$ cat src/rtl/medyan_havuzu_if.sv
// medyan_havuzu_if
// ----------------
// Window-in / result-out bus of the rank-filter pool.
//
// Handshake rule (both directions): a transfer happens on a rising clock
// edge where the producer's *_gecerli and the consumer's *_hazir are both 1.
// A producer holds its payload stable while *_gecerli=1 and *_hazir=0; the
// consumer may raise or drop *_hazir at any time.
//
// Signals (direction as seen by the pool, i.e. the slave modport):
//   giris_gecerli_i  in   window valid
//   giris_hazir_o    out  pool can take a window this cycle
//   pencere_i        in   PENCERE*PIXEL_BIT window, element k at [k*PIXEL_BIT +: PIXEL_BIT]
//   mod_i            in   00 median, 01 min, 10 max, 11 median
//   cikis_gecerli_o  out  result valid
//   cikis_hazir_i    in   downstream takes the result
//   pixel_o          out  result pixel, 0 while cikis_gecerli_o=0
interface medyan_havuzu_if #(
    parameter int PIXEL_BIT = 8,
    parameter int PENCERE   = 9
);
    logic                           giris_gecerli_i;
    logic                           giris_hazir_o;
    logic [PENCERE*PIXEL_BIT-1:0]   pencere_i;
    logic [1:0]                     mod_i;
    logic                           cikis_gecerli_o;
    logic                           cikis_hazir_i;
    logic [PIXEL_BIT-1:0]           pixel_o;

    modport slave (
        input  giris_gecerli_i, pencere_i, mod_i, cikis_hazir_i,
        output giris_hazir_o, cikis_gecerli_o, pixel_o
    );

    modport master (
        output giris_gecerli_i, pencere_i, mod_i, cikis_hazir_i,
        input  giris_hazir_o, cikis_gecerli_o, pixel_o
    );
endinterface

$ cat src/rtl/medyan_havuzu.sv
// medyan_havuzu
// -------------
// Pool of SERIT rank-filter lanes. Each lane takes one PENCERE-element
// window and, one element per clock, finds the element whose rank equals
// the target rank (median, min or max). Windows are handed to lanes
// round-robin and results leave in the same round-robin order, so output
// order always equals acceptance order.
//
// Ports:
//   clk_i        clock, rising edge
//   rstn_i       asynchronous active-low reset
//   temizle_i    synchronous flush, same end state as reset
//   bus          window/result handshake bus (slave side)
//   doluluk_o    number of lanes that are not empty
//   durum_dbg_o  per-lane state, lane s at [2*s +: 2] (0 empty, 1 computing, 2 result held)
module medyan_havuzu #(
    parameter int PIXEL_BIT = 8,
    parameter int PENCERE   = 9,
    parameter int SERIT     = 10
) (
    input  logic                       clk_i,
    input  logic                       rstn_i,
    input  logic                       temizle_i,
    medyan_havuzu_if.slave             bus,
    output logic [$clog2(SERIT+1)-1:0] doluluk_o,
    output logic [2*SERIT-1:0]         durum_dbg_o
);
    localparam int PW = $clog2(SERIT);
    localparam int KW = $clog2(PENCERE);
    localparam int DW = $clog2(SERIT+1);
    localparam int WW = PENCERE*PIXEL_BIT;

    typedef enum logic [1:0] {
        BOS   = 2'd0,
        HESAP = 2'd1,
        DOLU  = 2'd2
    } durum_e;

    durum_e               durum_q   [SERIT];
    durum_e               durum_d   [SERIT];
    logic [WW-1:0]        pencere_q [SERIT];
    logic [WW-1:0]        pencere_d [SERIT];
    logic [KW-1:0]        hedef_q   [SERIT];
    logic [KW-1:0]        hedef_d   [SERIT];
    logic [KW-1:0]        k_q       [SERIT];
    logic [KW-1:0]        k_d       [SERIT];
    logic [PIXEL_BIT-1:0] sonuc_q   [SERIT];
    logic [PIXEL_BIT-1:0] sonuc_d   [SERIT];
    logic                 bulundu_q [SERIT];
    logic                 bulundu_d [SERIT];
    logic [PW-1:0]        giris_ptr_q, giris_ptr_d;
    logic [PW-1:0]        cikis_ptr_q, cikis_ptr_d;
    logic [DW-1:0]        doluluk_q, doluluk_d;

    logic [PIXEL_BIT-1:0] eleman_w   [SERIT];
    logic                 eslesme_w  [SERIT];
    logic [KW-1:0]        hedef_yeni;
    logic                 giris_hazir, cikis_gecerli, kabul, cekis;

    // Rank of the current element k in each lane. Equal values are ordered
    // by position (earlier index ranks lower), which makes every rank unique.
    always_comb begin
        int unsigned sayac;
        logic [PIXEL_BIT-1:0] xk, xj;
        sayac = 0;
        xk    = '0;
        xj    = '0;
        for (int s = 0; s < SERIT; s++) begin
            xk    = pencere_q[s][int'(k_q[s])*PIXEL_BIT +: PIXEL_BIT];
            sayac = 0;
            for (int j = 0; j < PENCERE; j++) begin
                xj = pencere_q[s][j*PIXEL_BIT +: PIXEL_BIT];
                if (xj < xk) begin
                    sayac = sayac + 1;
                end else if ((xj == xk) && (j < int'(k_q[s]))) begin
                    sayac = sayac + 1;
                end
            end
            eleman_w[s]  = xk;
            eslesme_w[s] = (KW'(sayac) == hedef_q[s]);
        end
    end

    always_comb begin
        case (bus.mod_i)
            2'b01:   hedef_yeni = '0;
            2'b10:   hedef_yeni = KW'(PENCERE-1);
            default: hedef_yeni = KW'((PENCERE-1)/2);
        endcase
    end

    // The second term lets the head lane be popped and reloaded on the same
    // edge, which is what keeps a full pool streaming at one window/cycle.
    assign cikis_gecerli = (durum_q[cikis_ptr_q] == DOLU) && !temizle_i;
    assign giris_hazir   = !temizle_i &&
                           ((durum_q[giris_ptr_q] == BOS) ||
                            ((durum_q[giris_ptr_q] == DOLU) &&
                             (giris_ptr_q == cikis_ptr_q) && bus.cikis_hazir_i));
    assign kabul = bus.giris_gecerli_i && giris_hazir;
    assign cekis = cikis_gecerli && bus.cikis_hazir_i;

    assign bus.giris_hazir_o   = giris_hazir;
    assign bus.cikis_gecerli_o = cikis_gecerli;
    assign bus.pixel_o         = cikis_gecerli ? sonuc_q[cikis_ptr_q] : '0;
    assign doluluk_o           = doluluk_q;

    always_comb begin
        giris_ptr_d = giris_ptr_q;
        cikis_ptr_d = cikis_ptr_q;
        doluluk_d   = doluluk_q;
        for (int s = 0; s < SERIT; s++) begin
            durum_d[s]   = durum_q[s];
            pencere_d[s] = pencere_q[s];
            hedef_d[s]   = hedef_q[s];
            k_d[s]       = k_q[s];
            sonuc_d[s]   = sonuc_q[s];
            bulundu_d[s] = bulundu_q[s];
        end

        for (int s = 0; s < SERIT; s++) begin
            if (durum_q[s] == HESAP) begin
                if (eslesme_w[s]) begin
                    sonuc_d[s]   = eleman_w[s];
                    bulundu_d[s] = 1'b1;
                end
                if (k_q[s] == KW'(PENCERE-1)) begin
                    durum_d[s] = DOLU;
                end else begin
                    k_d[s] = k_q[s] + 1'b1;
                end
            end
            if (cekis && (PW'(s) == cikis_ptr_q)) begin
                durum_d[s] = BOS;
            end
            // A load overrides a same-edge pop of the same lane (DOLU -> HESAP).
            if (kabul && (PW'(s) == giris_ptr_q)) begin
                durum_d[s]   = HESAP;
                pencere_d[s] = bus.pencere_i;
                hedef_d[s]   = hedef_yeni;
                k_d[s]       = '0;
                bulundu_d[s] = 1'b0;
            end
        end

        if (kabul) begin
            giris_ptr_d = (giris_ptr_q == PW'(SERIT-1)) ? '0 : giris_ptr_q + 1'b1;
        end
        if (cekis) begin
            cikis_ptr_d = (cikis_ptr_q == PW'(SERIT-1)) ? '0 : cikis_ptr_q + 1'b1;
        end
        case ({kabul, cekis})
            2'b10:   doluluk_d = doluluk_q + 1'b1;
            2'b01:   doluluk_d = doluluk_q - 1'b1;
            default: doluluk_d = doluluk_q;
        endcase

        if (temizle_i) begin
            giris_ptr_d = '0;
            cikis_ptr_d = '0;
            doluluk_d   = '0;
            for (int s = 0; s < SERIT; s++) begin
                durum_d[s]   = BOS;
                pencere_d[s] = '0;
                hedef_d[s]   = '0;
                k_d[s]       = '0;
                sonuc_d[s]   = '0;
                bulundu_d[s] = 1'b0;
            end
        end
    end

    always_ff @(posedge clk_i or negedge rstn_i) begin
        if (!rstn_i) begin
            giris_ptr_q <= '0;
            cikis_ptr_q <= '0;
            doluluk_q   <= '0;
            for (int s = 0; s < SERIT; s++) begin
                durum_q[s]   <= BOS;
                pencere_q[s] <= '0;
                hedef_q[s]   <= '0;
                k_q[s]       <= '0;
                sonuc_q[s]   <= '0;
                bulundu_q[s] <= 1'b0;
            end
        end else begin
            giris_ptr_q <= giris_ptr_d;
            cikis_ptr_q <= cikis_ptr_d;
            doluluk_q   <= doluluk_d;
            for (int s = 0; s < SERIT; s++) begin
                durum_q[s]   <= durum_d[s];
                pencere_q[s] <= pencere_d[s];
                hedef_q[s]   <= hedef_d[s];
                k_q[s]       <= k_d[s];
                sonuc_q[s]   <= sonuc_d[s];
                bulundu_q[s] <= bulundu_d[s];
            end
        end
    end

    for (genvar g = 0; g < SERIT; g++) begin : g_serit
        assign durum_dbg_o[2*g +: 2] = durum_q[g];

        // A lane latches exactly once per window: never a second match, and
        // the last element cannot pass without a match having occurred.
        a_tek_eslesme: assert property (@(posedge clk_i) disable iff (!rstn_i || temizle_i)
            ((durum_q[g] == HESAP) && eslesme_w[g]) |-> !bulundu_q[g]);
        a_eslesme_var: assert property (@(posedge clk_i) disable iff (!rstn_i || temizle_i)
            ((durum_q[g] == HESAP) && (k_q[g] == KW'(PENCERE-1))) |-> (bulundu_q[g] || eslesme_w[g]));
    end
endmodule

$ cat src/flat_wrapper.sv
// flat-port wrapper written by rule: the top's interface ports become plain ports
module medyan_havuzu_flat 
#(
    parameter int PIXEL_BIT = 8,
    parameter int PENCERE   = 9,
    parameter int SERIT     = 10
)
  (clk_i, rstn_i, temizle_i, doluluk_o, durum_dbg_o, bus_giris_gecerli_i, bus_pencere_i, bus_mod_i, bus_cikis_hazir_i, bus_giris_hazir_o, bus_cikis_gecerli_o, bus_pixel_o);
  medyan_havuzu_if #(.PIXEL_BIT(PIXEL_BIT), .PENCERE(PENCERE)) bus_i ();
  input  logic clk_i;
  input  logic rstn_i;
  input  logic temizle_i;
  output logic [$clog2(SERIT+1)-1:0] doluluk_o;
  output logic [2*SERIT-1:0] durum_dbg_o;
  input wire logic [$bits(bus_i.giris_gecerli_i)-1:0] bus_giris_gecerli_i;
  input wire logic [$bits(bus_i.pencere_i)-1:0] bus_pencere_i;
  input wire logic [$bits(bus_i.mod_i)-1:0] bus_mod_i;
  input wire logic [$bits(bus_i.cikis_hazir_i)-1:0] bus_cikis_hazir_i;
  output wire logic [$bits(bus_i.giris_hazir_o)-1:0] bus_giris_hazir_o;
  output wire logic [$bits(bus_i.cikis_gecerli_o)-1:0] bus_cikis_gecerli_o;
  output wire logic [$bits(bus_i.pixel_o)-1:0] bus_pixel_o;
  assign bus_i.giris_gecerli_i = bus_giris_gecerli_i;
  assign bus_i.pencere_i = bus_pencere_i;
  assign bus_i.mod_i = bus_mod_i;
  assign bus_i.cikis_hazir_i = bus_cikis_hazir_i;
  assign bus_giris_hazir_o = bus_i.giris_hazir_o;
  assign bus_cikis_gecerli_o = bus_i.cikis_gecerli_o;
  assign bus_pixel_o = bus_i.pixel_o;
  medyan_havuzu #(.PIXEL_BIT(PIXEL_BIT), .PENCERE(PENCERE), .SERIT(SERIT)) u_core (.clk_i(clk_i), .rstn_i(rstn_i), .temizle_i(temizle_i), .bus(bus_i), .doluluk_o(doluluk_o), .durum_dbg_o(durum_dbg_o));
endmodule
$ cat config.mk
export PLATFORM = sky130hd
export DESIGN_NAME = medyan_havuzu_flat
export DESIGN_NICKNAME = d
export VERILOG_FILES = /design/src/rtl/medyan_havuzu_if.sv /design/src/rtl/medyan_havuzu.sv /design/src/flat_wrapper.sv
export SDC_FILE = /design/constraint.sdc
export NUM_CORES = 2
export LEC_CHECK = 0
export ABC_AREA = 1
export CORE_MARGIN = 5
export CORE_UTILIZATION = 56
export CTS_CLUSTER_SIZE = 25
export DETAILED_ROUTE_END_ITERATION = 8
export GPL_TIMING_DRIVEN = 1
export MAX_ROUTING_LAYER = met4
export PLACE_DENSITY = 0.84
export REMOVE_ABC_BUFFERS = 1
export SYNTH_ARGS = -nofsm -noshare
export SYNTH_HDL_FRONTEND = slang
export SYNTH_SLANG_ARGS = --single-unit
$ cat constraint.sdc
create_clock -name clk_i -period 8.87 [get_ports clk_i]
set_input_delay 0.887 -clock clk_i [delete_from_list [all_inputs] [get_ports clk_i]]
set_output_delay 0.887 -clock clk_i [all_outputs]
set_load 0.1 [all_outputs]
==> flow_summary.json <==
{
  "cp_top_family": "simple AND/OR/NAND/NOR gates",
  "gr-usage-met3": 0.1175,
  "die_w_um": 349.4,
  "relSlewSlack": 0.09285,
  "grt_max_degree": 179,
  "p_leak_nw": 35.91,
  "root_buffer": "clkbuf_16",
  "core_um2": 114300,
  "first_pass_iters": 9,
  "synth_cell_types": 74,
  "p_per_area_nw_per_um2": 241.7,
  "synth_warnings": 0,
  "synthCells": 8601,
  "max_freq_mhz": 118.6,
  "first_iter_violations": 9302,
  "synth_area_per_cell_um2": 7.502,
  "clk_latency_ps": 730,
  "hp-class": "primary input to asynchronous set/reset pin",
  "drv_slew": 0,
  "final_cell_mix": "nand2_1, o21ai_0, dfrtp_1",
  "setup_tns_ps": 0,
  "yosysSeqAreaShare": 0.3459,
  "placed_cell_area_um2": 67870,
  "clkTransAtPathRegs_ps": 70,
  "antenna_found_initial": 52,
  "portBuffers": 112,
  "crit_path_max_incr_delay_ps": 610,
  "yosysTopAreaCellShare": 0.3459,
  "track_usage": 0.3913,
  "wl_mm": 239.2,
  "fp.dieH_um": 349.4,
  "routed_via_density": 6.262,
  "cap_violations": 0,
  "worstPathArrival_ps": 9000,
  "dp_cells": 10100,
  "synthArstFlopShare": 1.000,
  "numCtsBuffers": 97,
  "drtAntennaViolNets": 0,
  "setup_viol": 0,
  "initial_core_util": 0.5643,
  "grt_pass1_wl_mm": 355.5,
  "hold_slack_ps": 176.6,
  "ys_top_cells_by_area": "dfrtp_1, ha_1, nand2_1, o21ai_0, inv_1",
  "final_common_cell": "nand2_1",
  "top_usage_layer": "met2",
  "crit_buf_inv": 7,
  "cts_tree": "yes",
  "yosysTopAreaCell": "dfrtp_1",
  "synth_area_um2": 64530,
  "grt_use_met1": 0.5064,
  "synth_flop_cell": "dfrtp_1",
  "ir_drop_v": 0.0001851,
  "design_area_um2": 71440,
  "post-route-period-util": 0.9507,
  "h-tree-depth": 3,
  "stdcell_count": 10330,
  "path_max_fanout": 9,
  "crit_slowest_cell": "nor2_1",
  "final_layout_size_suffix_gt1_frac": 0.07412,
  "endpoint_kind": "register",
  "hold_viol_final": 0,
  "outcome": "completed",
  "synth_edf_count": 0,
  "cts.sinks": 892,
  "fin_crit_ps": 8432,
  "tightest_slew_ps": 1361,
  "avgRoutedWirePerCell_um": 23.15,
  "via_count": 64710,
  "dp_hpwl_mm": 166.7,
  "grt_pass1_vias": 58950,
  "cp_data_required_time_ps": 9440,
  "crit_top_cell": "nand2_1",
  "ys_ff_latch": 892,
  "clockBufferDepth": 3,
  "critPathKind": "register to register",
  "io_pins": 113,
  "globalplace.congestion": 1.045,
  "nets": 9590,
  "rsz0062_at_grt": "no",
  "gr-total-overflow": 0,
  "critPathLaunchType": "register",
  "fin_skew_ps": 44.11,
  "use_met2": 0.5418,
  "syn2layout_area_growth_pct": 10.72,
  "rows": 124,
  "post-route-drc-count": 0,
  "die-area_um2": 122100,
  "fin_util": 0.6248
}
## timing repair
item | 4_1_cts | 5_1_grt
setup endpoints to repair | 0 | 37
hold buffers | 0 | 0
gates resized for setup | 0 | 14
buffers inserted | 0 | 3
## through the flow
stage          setup slack [ps]  power [mW]
6_report                  437.5       17.27
5_1_grt                   17.41       18.60
4_1_cts                   424.5       17.11
3_5_place_dp              498.3       12.80
3_3_place_gp              805.4       12.40
2_1_floorplan             457.8       10.71
## per-layer routing
layer  wire, um  share of wire  up-vias
met5          0              0        -
met4      16890          0.071        0
met3      34620           0.14      938
met2      97720           0.41     4166
met1      89970           0.38    30200
li1           -              -    29410
## cell type report
| class | instances | area (um^2) |
|---|---|---|
| clock inverter | 48 | 524.3 |
| inverter | 806 | 3045 |
| sequential | 892 | 22320 |
| fill | 9841 | 42900 |
| tap | 1512 | 1892 |
| antenna | 53 | 132.6 |
| timing repair buffer | 301 | 2600 |
| clock buffer | 133 | 2836 |
| multi-input combinational | 6589 | 38090 |
## sequential cells by signal (all words and copies together) (netlist names)
name	count
u_core.sonuc_q	80
u_core.k_q	40
u_core.cikis_ptr_q	4
u_core.giris_ptr_q	4
u_core.pencere_q	720
u_core.hedef_q	20
u_core.doluluk_o	4
u_core.durum_dbg_o	20
## path summary, 6_finish.rpt
check,to,slack (ps),start,cells after the start
worst max-delay path,u_core.sonuc_q[47]$_DFFE_PN0P_,440,u_core.k_q[23]$_DFFE_PN0P_,47
worst min-delay path,u_core.pencere_q[596]$_DFFE_PN0P_,180,rstn_i,1
worst max register to register,u_core.sonuc_q[47]$_DFFE_PN0P_,440,u_core.k_q[23]$_DFFE_PN0P_,47
worst min register to register,u_core.pencere_q[168]$_DFFE_PN0P_,490,u_core.pencere_q[168]$_DFFE_PN0P_,2
max in group asynchronous,u_core.pencere_q[456]$_DFFE_PN0P_,6550,rstn_i,3
min in group clk_i,u_core.pencere_q[168]$_DFFE_PN0P_,490,u_core.pencere_q[168]$_DFFE_PN0P_,2
## synth_stat cells, drive strengths merged, types with 23 or more instances
master / n
a31o: 28
buf: 51
or2: 43
dfrtp: 892
nor3: 69
ha: 823
o21ai: 1217
o221ai: 23
nor2: 687
o22ai: 90
o211ai: 43
nand4: 131
nand3b: 32
a21oi: 378
xor2: 39
nand2: 2238
a221oi: 50
nand3: 465
inv: 798
o21a: 58
clkbuf: 263
## cell families (layout without fill, tap and decap cells)
group | Yosys count | after routing | share of synthesized area
fa+ha+maj | 824 | 824 | 0.1599
buf+inv | 1120 | 1288 | 0.06622
compound gates | 2027 | 2027 | 0.1769
other cells | 0 | 53 | 0
xor+xnor | 44 | 44 | 0.006089
simple gates | 3693 | 3693 | 0.2448
flops | 892 | 892 | 0.3459
mux | 1 | 1 | 0.0001551
## power breakdown
part | switching, mW | total (mW) | internal, mW
registers | 0.323 | 4.70 | 4.38
clock network | 1.85 | 4.31 | 2.46
logic | 5.38 | 8.26 | 2.88
total | 7.55 | 17.3 | 9.72
Note: power is estimated with default switching activity, not from simulation.
